## src/rtl/msx_ram_arbiter_pkg.sv

```systemverilog
// Shared RAM arbitration types: arbiter state encoding and turnaround length.
// No logic; imported by the arbiter and its slot timer.
// Backpressure: not applicable.
package msx_ram_arbiter_pkg;

    typedef enum logic [1:0] {
        ST_IDLE = 2'd0,
        ST_HOST = 2'd1,
        ST_LOAD = 2'd2,
        ST_GAP  = 2'd3
    } arb_state_t;

    // Bus turnaround between owners; also the slot where a deferred refresh is issued.
    localparam int GAP_CYCLES = 1;

    // Counter width able to hold ACCESS_CYCLES-1 (ACCESS_CYCLES >= 2).
    function automatic int slot_cnt_width(input int access_cycles);
        return (access_cycles > 2) ? $clog2(access_cycles) : 1;
    endfunction

endpackage

```

## src/rtl/msx_ram_slot_timer.sv

```systemverilog
// Loadable down-counter timing one loader RAM slot; tc is high in the slot's last cycle.
// Latency: load takes effect on the next CLK edge; tc is combinational from count.
// Backpressure: none; counts while run is high and parks at zero.
module msx_ram_slot_timer #(
    parameter int CNT_W = 2
) (
    input  logic             CLK,
    input  logic             RESET_n,
    input  logic             load,
    input  logic [CNT_W-1:0] load_val,
    input  logic             run,
    output logic             tc
);

    logic [CNT_W-1:0] count;

    always_ff @(posedge CLK or negedge RESET_n) begin
        if (!RESET_n) begin
            count <= '0;
        end else if (load) begin
            count <= load_val;
        end else if (run && (count != '0)) begin
            count <= count - CNT_W'(1);
        end
    end

    assign tc = run && (count == '0);

endmodule

```

## src/rtl/msx_ram_arbiter.sv

```systemverilog
// Shares one RAM port between the cartridge (absolute priority) and a background loader.
// Latency: cartridge 0 cycles when idle, worst case ACCESS_CYCLES+1; loader ACCESS_CYCLES to L_ACK.
// Backpressure: cartridge stalled via H_WAIT; loader held by L_REQ until the one-cycle L_ACK.
module msx_ram_arbiter
    import msx_ram_arbiter_pkg::*;
#(
    parameter int ADDR_WIDTH    = 23,
    parameter int ACCESS_CYCLES = 4
) (
    input  logic                  CLK,
    input  logic                  RESET_n,
    input  logic [ADDR_WIDTH-1:0] H_ADDR,
    input  logic [7:0]            H_DIN,
    input  logic                  H_WE_n,
    input  logic                  H_OE_n,
    input  logic                  H_RFSH_n,
    output logic [7:0]            H_DOUT,
    output logic                  H_WAIT,
    input  logic                  L_REQ,
    input  logic                  L_WE,
    input  logic [ADDR_WIDTH-1:0] L_ADDR,
    input  logic [7:0]            L_WDATA,
    output logic                  L_ACK,
    output logic [7:0]            L_RDATA,
    output logic [ADDR_WIDTH-1:0] R_ADDR,
    output logic [7:0]            R_DIN,
    output logic                  R_WE_n,
    output logic                  R_OE_n,
    output logic                  R_RFSH_n,
    input  logic [7:0]            R_DOUT
);

    localparam int CNT_W = slot_cnt_width(ACCESS_CYCLES);

    arb_state_t            state;
    arb_state_t            next_state;
    logic                  host_act;
    logic                  load_start;
    logic                  slot_done;
    logic [ADDR_WIDTH-1:0] ld_addr;
    logic [7:0]            ld_wdata;
    logic                  ld_we;
    logic                  rfsh_pend;
    logic                  l_ack_q;
    logic [7:0]            l_rdata_q;
    logic                  h_wait_q;

    assign host_act = !H_WE_n || !H_OE_n;

    // GAP takes IDLE's loader decision on its exit edge so back-to-back
    // loads cost ACCESS_CYCLES+1; a waiting host still goes through IDLE first.
    assign load_start = ((state == ST_IDLE) || (state == ST_GAP)) && !host_act && L_REQ;

    msx_ram_slot_timer #(
        .CNT_W (CNT_W)
    ) u_slot_timer (
        .CLK      (CLK),
        .RESET_n  (RESET_n),
        .load     (load_start),
        .load_val (CNT_W'(ACCESS_CYCLES - 1)),
        .run      (state == ST_LOAD),
        .tc       (slot_done)
    );

    always_ff @(posedge CLK or negedge RESET_n) begin
        if (!RESET_n) begin
            state <= ST_IDLE;
        end else begin
            state <= next_state;
        end
    end

    always_comb begin
        next_state = state;
        case (state)
            ST_IDLE: begin
                if (host_act) begin
                    next_state = ST_HOST;
                end else if (L_REQ) begin
                    next_state = ST_LOAD;
                end
            end
            ST_HOST: begin
                if (!host_act) begin
                    next_state = ST_GAP;
                end
            end
            ST_LOAD: begin
                if (slot_done) begin
                    next_state = ST_GAP;
                end
            end
            ST_GAP: begin
                if (load_start) begin
                    next_state = ST_LOAD;
                end else begin
                    next_state = ST_IDLE;
                end
            end
            default: next_state = ST_IDLE;
        endcase
    end

    always_comb begin
        R_ADDR   = '0;
        R_DIN    = '0;
        R_WE_n   = 1'b1;
        R_OE_n   = 1'b1;
        R_RFSH_n = H_RFSH_n;
        H_DOUT   = '0;
        case (state)
            ST_IDLE: begin
                if (host_act) begin
                    R_ADDR = H_ADDR;
                    R_DIN  = H_DIN;
                    R_WE_n = H_WE_n;
                    R_OE_n = H_OE_n;
                end
            end
            ST_HOST: begin
                R_ADDR = H_ADDR;
                R_DIN  = H_DIN;
                R_WE_n = H_WE_n;
                R_OE_n = H_OE_n;
                if (!H_OE_n) begin
                    H_DOUT = R_DOUT;
                end
            end
            ST_LOAD: begin
                R_ADDR   = ld_addr;
                R_DIN    = ld_wdata;
                R_WE_n   = !ld_we;
                R_OE_n   = ld_we;
                R_RFSH_n = 1'b1;
            end
            ST_GAP: begin
                if (rfsh_pend) begin
                    R_RFSH_n = 1'b0;
                end
            end
            default: ;
        endcase
    end

    // Loader latch, completion, registered wait and deferred-refresh bookkeeping.
    always_ff @(posedge CLK or negedge RESET_n) begin
        if (!RESET_n) begin
            ld_addr   <= '0;
            ld_wdata  <= '0;
            ld_we     <= 1'b0;
            l_ack_q   <= 1'b0;
            l_rdata_q <= '0;
            h_wait_q  <= 1'b0;
            rfsh_pend <= 1'b0;
        end else begin
            if (load_start) begin
                ld_addr  <= L_ADDR;
                ld_wdata <= L_WDATA;
                ld_we    <= L_WE;
            end
            l_ack_q <= slot_done;
            if (slot_done && !ld_we) begin
                l_rdata_q <= R_DOUT;
            end
            h_wait_q <= host_act && ((next_state == ST_LOAD) || (next_state == ST_GAP));
            if ((state == ST_LOAD) && !H_RFSH_n) begin
                rfsh_pend <= 1'b1;
            end else if (state == ST_GAP) begin
                rfsh_pend <= 1'b0;
            end
        end
    end

    assign L_ACK   = l_ack_q;
    assign L_RDATA = l_rdata_q;
    assign H_WAIT  = h_wait_q;

endmodule

```

## config.mk

```make
export PLATFORM = sky130hd
export DESIGN_NAME = msx_ram_arbiter
export DESIGN_NICKNAME = d
export VERILOG_FILES = /design/src/rtl/msx_ram_arbiter_pkg.sv /design/src/rtl/msx_ram_slot_timer.sv /design/src/rtl/msx_ram_arbiter.sv
export SDC_FILE = /design/constraint.sdc
export NUM_CORES = 1
export LEC_CHECK = 0
export CAP_MARGIN = 20
export CORE_UTILIZATION = 40
export DETAILED_ROUTE_END_ITERATION = 12
export GPL_ROUTABILITY_DRIVEN = 0
export HOLD_SLACK_MARGIN = 0.02
export PLACE_DENSITY = 0.86
export SYNTH_ARGS = -nofsm -noshare
export SYNTH_HDL_FRONTEND = slang
export SYNTH_SLANG_ARGS = --single-unit
```

## constraint.sdc

```tcl
create_clock -name CLK -period 2.28 [get_ports CLK]
set_input_delay 0.456 -clock CLK [delete_from_list [all_inputs] [get_ports CLK]]
set_output_delay 0.456 -clock CLK [all_outputs]
set_load 0.005 [all_outputs]
```

Word-level counts from Yosys, hierarchy flattened:

Index checks and enable logic that the tools add are counted.
Widths: inputs -> output; s select.

* logic and storage cells: 57
* output and inout port bits: 52
* bits in registers: 47

* add/subtract/negate cells: 1
* muxes and demuxes: 22
* eq/ne operators: 5
* reductions and logical operators: 20

Operators with widths (number)
* $pmux 23 s3: 1
* $mux 8: 3
* $pmux 8 s3: 1
* $mux 23: 1
* $mux 2: 7
* $eq 2x2->1 const B: 4
* $pmux 2 s4: 1
* $logic_and 1x1->1: 7
* $pmux 1 s3: 2
* $reduce_bool 2->1: 3
* $logic_not 1->1: 5
* $mux 1: 5
* $logic_not 2->1: 2
* $logic_or 1x1->1: 3
* $eq 2x1->1 const B: 1
* $pmux 1 s2: 1
* $sub 2x1->2 const B: 1

Depth between registers and ports, before layout:

Gate-level depths: netlist of run 1.

* depth after elaboration: 10
* mapped depth: 6

By module:

A second synthesis of run 1 with hierarchy kept.

* cell total of the unflattened synthesis: 251
* area, all modules: 2646.3 um^2

Modules (own cells, without submodules)
* msx_ram_arbiter: seq. area each 1126.1 um^2, cells each 237, times used 1, area an instance 2503.7 um^2
* msx_ram_slot_timer: seq. area each 50.0 um^2, cells each 14, times used 1, area an instance 142.6 um^2

Worst setup path after synthesis of run 1:

No wires, ideal clock.

* path kind: reg-to-output
* start point: register state[0]
* end point: output port R_ADDR[13]
* arrival: 1418 ps
* slack: 406 ps
* cell stages (with the launch flop): 7
* path through: dfrtp_1 > inv_1 > ha_1 > a21boi_2 > clkbuf_1 > o21ai_0 > a21oi_1

* word-level cells in the longest chain between the ends: 2
* elaborated cells between the ends (all ways): 4

RTL lines
* from (decl): RTL line msx_ram_arbiter.sv:35 `arb_state_t state;`
* from (signal assigned): RTL line msx_ram_arbiter.sv:69 `state <= next_state;`
* $eq 2x2->1 (tied with other cells): RTL line msx_ram_arbiter.sv:111 `case (state)`
* $pmux 23 s3 *: RTL line msx_ram_arbiter.sv:111
* to (decl): RTL line msx_ram_arbiter.sv:25 `output logic [ADDR_WIDTH-1:0] R_ADDR,`

Every way passes the cells marked *; elsewhere a longest branch is shown, timed or not.

Worst setup path in the final report of run 1:

* start point: register state[0]
* end point: output port R_ADDR[4]

Same word-level chain as after synthesis.

==> impl_results.md, run 1 <==
- Status: finished, violations left
- Failing checks: setup timing
- Post-DR wirelength/cell: 17.00 µm
- Worst Hold Class: in2async
- Starting density of the core: 41.51%
- Buffers plus inverters on the worst setup path: 5
- Sequential area share after synthesis: 47.57%
- Die area: 0.006500 mm²
- Vias after detailed routing: 2467
- Remaining global-route overflow: 0
- Initial antenna violation count: 0
- Worst-path cell chain: inv_2 -> ha_4 -> a21boi_4 -> buf_4 -> buf_6 -> buf_16 -> o21ai_0 -> a21oi_1 -> buf_2
- Simple-gate area share of the yosys netlist: 11.03%
- Mapped Nets: 327
- Hold_ws: 134.1 ps
- Final Cycle Share: 101.2%
- TritonCTS clock tree: built
- Slew Limit Fails: 0
- CTS clk-pin slew, worst paths: 100 ps
- Mapped Avg Cell Area: 10.09 µm²
- Crit end category: output port
- DRT iter0 DRCs: 103
- First-pass GRT wire length: 12.68 mm
- Worst r2r src: state[0]$_DFF_PN0_
- Share of layout cells above drive strength 1: 26.26%
- Port Buf Inserts: 128
- CP arrival: 1850 ps
- Max VDD drop: 550.9 µV
- Worst-path maximum fanout: 8
- Max-cap violation count: 0
- Overall Global Routing Usage: 26.40%
- Synthesis-to-layout area growth: 67.97%
- Fmax: 0.4334 GHz
- Setup TNS: -87.64 ps
- Slowest cell delay on critical path: 410 ps
- Dpl ws: -287.7 ps
- Finished Cell Area: 0.004153 mm²
- Max transition margin: 59.52%
- Clk sink count: 47
- CTS H-Tree Depth: 2
- Critical path depth in cells: 9
- Diodes inserted: 0
- Vias/cell: 5.238
- PnR worst setup slack: -27.60 ps
- Setup violations, final: 10
- Drt first pass iters: 5
- Synth Area in Adders: 2.530%
- Largest cells by area after synthesis: dfrtp_1 48%, mux2_1 13%, a21oi_1 6.5%
- Synthesis-stage register bit count: 47
- Post-synth cell types: 29
- Final clock skew: 14.55 ps
- Worst-Skew Late Latency: 310 ps
- Die W: 80.62 µm
- FF-to-FF setup slack: 460 ps
- Cell Area, Placed: 0.003941 mm²
- Setup repair after global routing missed its margin: true
- Required time at the worst-slack endpoint: 1820 ps
- CP Class: reg2out
- WL final: 8.005 mm
- DRC violations left: 0
- Vias in the first global route: 2545
- Post-synthesis mux area share: 18.22%
- Number of synthesis warnings: 0
- Row count: 28
- Post-synthesis cell count: 245
- TritonCTS Buffers: 5
- Mapped Area: 0.002472 mm²
- Pwr/cell area: 1138 mW/mm²
- Reg2reg path depth: 7
- CTS Root Cell: clkbuf_8
- Largest family of logic cells by synthesized area: multiplexers
- Crit-path slowest cell: dfrtp_1
- Area leader, netlist: dfrtp_1
- Setup crit start kind: flip-flop
- Top cell type's share of synthesized area: 47.57%
- I/O pin cnt: 129
- R2R Path End: L_RDATA[1]$_DFFE_PN0P_
- Post-DRT Antenna Nets: 0
- Total Nets Final: 477
- Crit-path leading delay family: buffers and inverters
- Hold Fails Final Rpt: 0
- Post-layout min period: 2308 ps
- Leakage: 1.885 nW
- Core Area: 0.005956 mm²
- Dpl hpwl: 5.163 mm
- Largest net degree at the start of global routing: 28
- Die Ht: 80.62 µm
- Worst slew pin tran: 607.2 ps
- Xor/xnor share of the synthesized area: 0.3543%
- Clock Path Buffers: 2
- Compound-Gate Fraction of Synth Area: 15.89%
[worst reg2reg max path, delay by kind of cell (launching register included)]
family | cells | cell delay (ps)
multiplexers | 1 | 390
buffers and inverters | 3 | 330
adder cells (fa/ha/maj) | 1 | 180
AND/OR/NAND/NOR | 2 | 420
flip-flops | 1 | 390
[placed cells by master (no fill, tap or decap), drive strengths merged, types with 2 or more instances in the layout]
cell,count
ha,5
and2,10
mux2,40
a21oi,32
nand2b,2
dfrtp,47
clkbuf,6
buf,64
inv,7
clkdlybuf4s50,83
o21ai,33
nor2b,2
dlymetal6s2s,2
nand2,37
clkinv,2
dlygate4sd2,9
[registers in the layout, summed over array words and instances, names as in the netlist]
| signal | count |
|---|---|
| L_RDATA | 8 |
| state | 2 |
| u_slot_timer.count | 2 |
| H_WAIT | 1 |
| rfsh_pend | 1 |
| ld_addr | 23 |
| ld_wdata | 8 |
| L_ACK | 1 |
| ld_we | 1 |
[synthesized netlist by cell type (all sizes together)]
library cell and count:
dfrtp 47, and2 10, o21ai 33, mux2 40
o22ai 1, a22oi 1, or2 1, nor2 1
nand2 37, a21o 1, a221o 1, nand2b 2
nand4b 1, inv 6, xnor2 1, a21oi 32
a211o 1, nor2b 2, a32oi 1, ha 5
clkbuf 14, a21boi 1, nor3 1, buf 3
nand3b 1, o211ai 1
[per-layer routing]
layer / GRT usage [%] / share of wire (%) / up-vias / wire (µm)
met5: 0 / 0 / - / 0
met4: 6.250 / 1.6 / 0 / 125
met3: 6.364 / 7.0 / 17 / 557
met2: 48.73 / 53 / 112 / 4263
met1: 30.31 / 38 / 1189 / 3057
li1: - / - / 1149 / -
[worst max path at each step]
stage | from | endpoint | slack (ps)
global route | state[0]$_DFF_PN0_ | R_DIN[2] | -130
floorplan | state[0]$_DFF_PN0_ | R_ADDR[13] | 410
finish | state[0]$_DFF_PN0_ | R_ADDR[4] | -30
detailed placement | H_WE_n | R_ADDR[4] | -290
CTS | state[0]$_DFF_PN0_ | R_DIN[4] | -70
global placement | H_WE_n | R_ADDR[4] | -290
[report_power, final]
part	internal, W	total [W]	switching [W]
registers	0.00124	0.00145	0.000212
clock network	0.000220	0.000536	0.000315
logic	0.00153	0.00274	0.00121
[final cells by class]
cell class / instances / area (µm²)
clock inverter: 3 / 22.52
timing repair buffer: 160 / 1488
inverter: 6 / 22.52
clock buffer: 5 / 68.82
multi-input combinational: 175 / 1281
fill: 477 / 1803
sequential: 47 / 1176
tap: 75 / 93.84
[timing repair]
| item | CTS | global route |
|---|---|---|
| resized for setup | 173 | 16 |
| cloned | 5 | 0 |
| hold buffers | 0 | 0 |
| buffers inserted | 8 | 5 |
| pin swaps | 34 | 12 |
| setup endpoints to repair | 42 | 30 |
| hold endpoints to repair | 0 | 0 |
[per-stage QoR]
step                      cells  total power, W  util [%]
after global routing        471        0.005064     69.73
after floorplan             245        0.002573         -
after detailed placement    449        0.003972     66.18
final                       471        0.004728     69.73
after global placement      449        0.003872     66.18
after CTS                   469        0.004716     69.60
[kinds of logic (layout without fill, tap and decap cells)]
group,after synthesis,after routing
compound gates,73,73
xor+xnor,1,1
fa+ha+maj,5,5
buf+inv,23,174
flops,47,47
mux,40,40
simple gates,56,56
(Power assumes the default switching activity.)
==> inputs of run 2 (changes only) <==
--- a/config.mk
+++ b/config.mk
@@ -6,9 +6,11 @@
 export NUM_CORES = 1
 export LEC_CHECK = 0
 export CAP_MARGIN = 20
+export CORE_ASPECT_RATIO = 1.4
 export CORE_UTILIZATION = 40
 export DETAILED_ROUTE_END_ITERATION = 12
 export GPL_ROUTABILITY_DRIVEN = 0
+export GPL_TIMING_DRIVEN = 0
 export HOLD_SLACK_MARGIN = 0.02
 export PLACE_DENSITY = 0.86
 export SYNTH_ARGS = -nofsm -noshare
==> run 2 against run 1 <==
Compared with the run above:
- clock-buffer cell count increased by 1
- sequential cell count unchanged
- die area about the same
- critical path type is now in2out
- final area decreased by 0.36%
- fmax increased by 0.85%
- via count decreased by 1.3%
- non-clock buffer count decreased by 1
- the flow still finishes with violations (setup timing)
- final cell count decreased by 1.3%
==> impl_results.md, run 2 (synthesized netlist as in run 1, its figures left out) <==
- Net Sw Power: 0.001736 W (-0.30%)
- Core Area: 0.005904 mm² (-0.86%)
- Die area: 0.006504 mm² (about the same)
- Leakage: 1.857 nW (-1.5%)
- Commonest non-fill, non-tap cell in the layout: clkdlybuf4s50_1
- Routing usage on met1: 26.61% (-3.7 points)
- Most frequent cells in the layout: 84 x clkdlybuf4s50_1, 46 x dfrtp_1, 37 x nand2_1, 32 x buf_2
- Hold Fails Final Rpt: 0 (unchanged)
- CTS Root Cell: clkbuf_8
- Cell Area, Placed: 0.003856 mm² (-2.2%)
- Final Util: 70.08% (+0.35 points)
- Setup crit start kind: primary input
- Final clock skew: 8.540 ps (-6.008 ps)
- Crit end category: output port
- Starting density of the core: 41.87% (+0.36 points)
- Slowest cell delay on critical path: 510 ps (+100 ps)
- CP Class: in2out
- Max-cap violation count: 0 (unchanged)
- Worst-Skew Late Latency: 300 ps (about the same)
- Dpl hpwl: 5.371 mm (+4.0%)
- Port Buf Inserts: 128 (unchanged)
- Worst-path maximum fanout: 7 (-1)
- Diodes inserted: 0 (unchanged)
- Final Cycle Share: 100.4% (-0.85 points)
- Worst-path cell chain: clkdlybuf4s50_1 -> a21boi_4 -> buf_12 -> buf_8 -> o21ai_2 -> a21oi_2 -> buf_2
- Initial antenna violation count: 0 (unchanged)
- Worst Hold Class: in2async
- Post-DRT Antenna Nets: 0 (unchanged)
- Slew Limit Fails: 0 (unchanged)
- Gr busiest metal: met2
- Drt first pass iters: 4 (-1)
- Clk sink count: 47 (unchanged)
- Pwr/cell area: 1158 mW/mm² (+1.7%)
- Finished Cell Area: 0.004138 mm² (-0.36%)
- WL final: 7.650 mm (-4.4%)
- Max VDD drop: 605.9 µV (+10%)
- Vias/cell: 5.237 (about the same)
- Vias in the first global route: 2555 (+0.39%)
- Largest net degree at the start of global routing: 33 (+18%)
- TritonCTS clock tree: built
- Sw Share: 36.21% (-0.61 points)
- Grt met3 use: 5.502% (-0.86 points)
- Clock share of power: 13.3% (+2.0 points)
- Required time at the worst-slack endpoint: 1820 ps (about the same)
- Max transition margin: 72.60% (+13 points)
- PnR worst setup slack: -8.245 ps (+19.36 ps)
- Status: finished, violations left
- I/O pin cnt: 129 (unchanged)
- Max FFs per register: 23 (unchanged)
- CTS Hold Buffers Added: 0 (unchanged)
- Met2 usage: 42.65% (-6.1 points)
- First-pass GRT wire length: 11.73 mm (-7.5%)
- Overall Global Routing Usage: 24.41% (-2.0 points)
- Fmax: 0.4370 GHz (+0.85%)
- Die Ht: 95.03 µm (+18%)
- Post-DR wirelength/cell: 16.45 µm (-3.2%)
- DRT iter0 DRCs: 96 (-6.8%)
- Combinational share of power: 56.0% (-1.9 points)
- Post-layout min period: 2288 ps (-19.36 ps)
- Vias after detailed routing: 2435 (-1.3%)
- TritonCTS Buffers: 5 (unchanged)
- Int Power: 0.003057 W (+2.4%)
- Buffers plus inverters on the worst setup path: 4 (-1)
- Crit-path slowest cell: clkdlybuf4s50_1
- Remaining global-route overflow: 0 (unchanged)
- Crit-path leading delay family: buffers and inverters
- DRC violations left: 0 (unchanged)
- CP arrival: 1830 ps (-20 ps)
- Setup repair after global routing missed its margin: true
- CTS H-Tree Depth: 2 (unchanged)
- Die W: 68.45 µm (-15%)
- Failing checks: setup timing
- Setup violations, final: 1 (-9)
- Synthesis-to-layout area growth: 67.36%
- Reg power frac: 30.8% (about the same)
- Row count: 33 (+18%)
- Share of layout cells above drive strength 1: 30.89% (+4.6 points)
- Clock Path Buffers: 2 (unchanged)
- Worst slew pin tran: 411.0 ps (-196.2 ps)
- Total Nets Final: 476 (-0.21%)
- CTS clk-pin slew, worst paths: 90 ps (about the same)
- Top reg by flops: ld_addr
## run 2: changes by cell type in the layout (fill, tap and decap cells not counted), sizes merged
cell and change:
buf -9, clkdlybuf4s50 +1, clkinv -1, dlygate4sd2 -2, bufbuf -1, clkbuf +12
dlymetal6s2s -1, inv -1, bufinv +1
## run 2: final cells by class
class	count	area, µm²
plain buffers	16	157.7
clock buffers	6	82.58
clock inverters	2	35.03
fillers	430	1767
inverters	6	22.52
multi-input cells	175	1320
flip-flops and latches	47	1177
well taps	70	87.58
repair buffers	143	1255
## run 2: final timing paths
kind | startpoint | end | slack, ps | depth (start not counted)
worst max-delay path | H_WE_n | R_ADDR[15] | -8 | 7
worst min-delay path | RESET_n | ld_we$_DFFE_PN0P_ | 70 | 1
worst max register to register | state[1]$_DFF_PN0_ | L_RDATA[0]$_DFFE_PN0P_ | 600 | 5
worst min register to register | ld_addr[15]$_DFFE_PN0P_ | ld_addr[15]$_DFFE_PN0P_ | 490 | 1
max in group asynchronous | RESET_n | state[0]$_DFF_PN0_ | 1680 | 2
min in group CLK | ld_addr[15]$_DFFE_PN0P_ | ld_addr[15]$_DFFE_PN0P_ | 490 | 1
## run 2: per-layer routing
layer,routed length (µm),up-vias
met3,419,22
met5,0,-
met4,279,0
met1,2804,1172
met2,4147,94
li1,-,1147
## run 2: power by group through the flow
stage                     logic (W)  registers [W]  clock network (W)
after global placement      0.00232        0.00145                  0
after CTS                   0.00244        0.00147           0.000652
after detailed placement    0.00239        0.00148                  0
after floorplan             0.00115        0.00142                  0
after global routing        0.00292        0.00152           0.000692
final                       0.00268        0.00147           0.000636
## run 2: metrics by stage
stage	hold slack [ps]	TNS (ps)	power [W]	cells	setup WS, ps
6_report	68.19	-8.245	0.004793	465	-8.245
2_1_floorplan	160.4	0	0.002573	245	405.6
3_3_place_gp	473.6	-44860	0.003769	443	-583.0
5_1_grt	79.91	-1896	0.005140	465	-104.0
4_1_cts	72.72	-247.7	0.004560	466	-43.55
3_5_place_dp	407.3	-19200	0.003867	444	-639.5
## run 2: timing repair
action,in CTS,in global routing
setup endpoints to repair,42,37
pin swaps,29,27
gates resized for setup,173,75
gates cloned,3,0
setup buffers,11,1
## run 2: worst reg2reg max path: stages, from the launching register on
cell	delay (ps)
dfrtp_1	440
buf_4	150
ha_2	180
nor2b_1	150
nand2_1	280
mux2_2	390
==> inputs of run 3 (changes only) <==
--- a/config.mk
+++ b/config.mk
@@ -5,7 +5,6 @@
 export SDC_FILE = /design/constraint.sdc
 export NUM_CORES = 1
 export LEC_CHECK = 0
-export CAP_MARGIN = 20
 export CORE_ASPECT_RATIO = 1.4
 export CORE_UTILIZATION = 40
 export DETAILED_ROUTE_END_ITERATION = 12
==> results of run 3 <==
The final DEF is identical to that of run 2; final timing and power are the same.
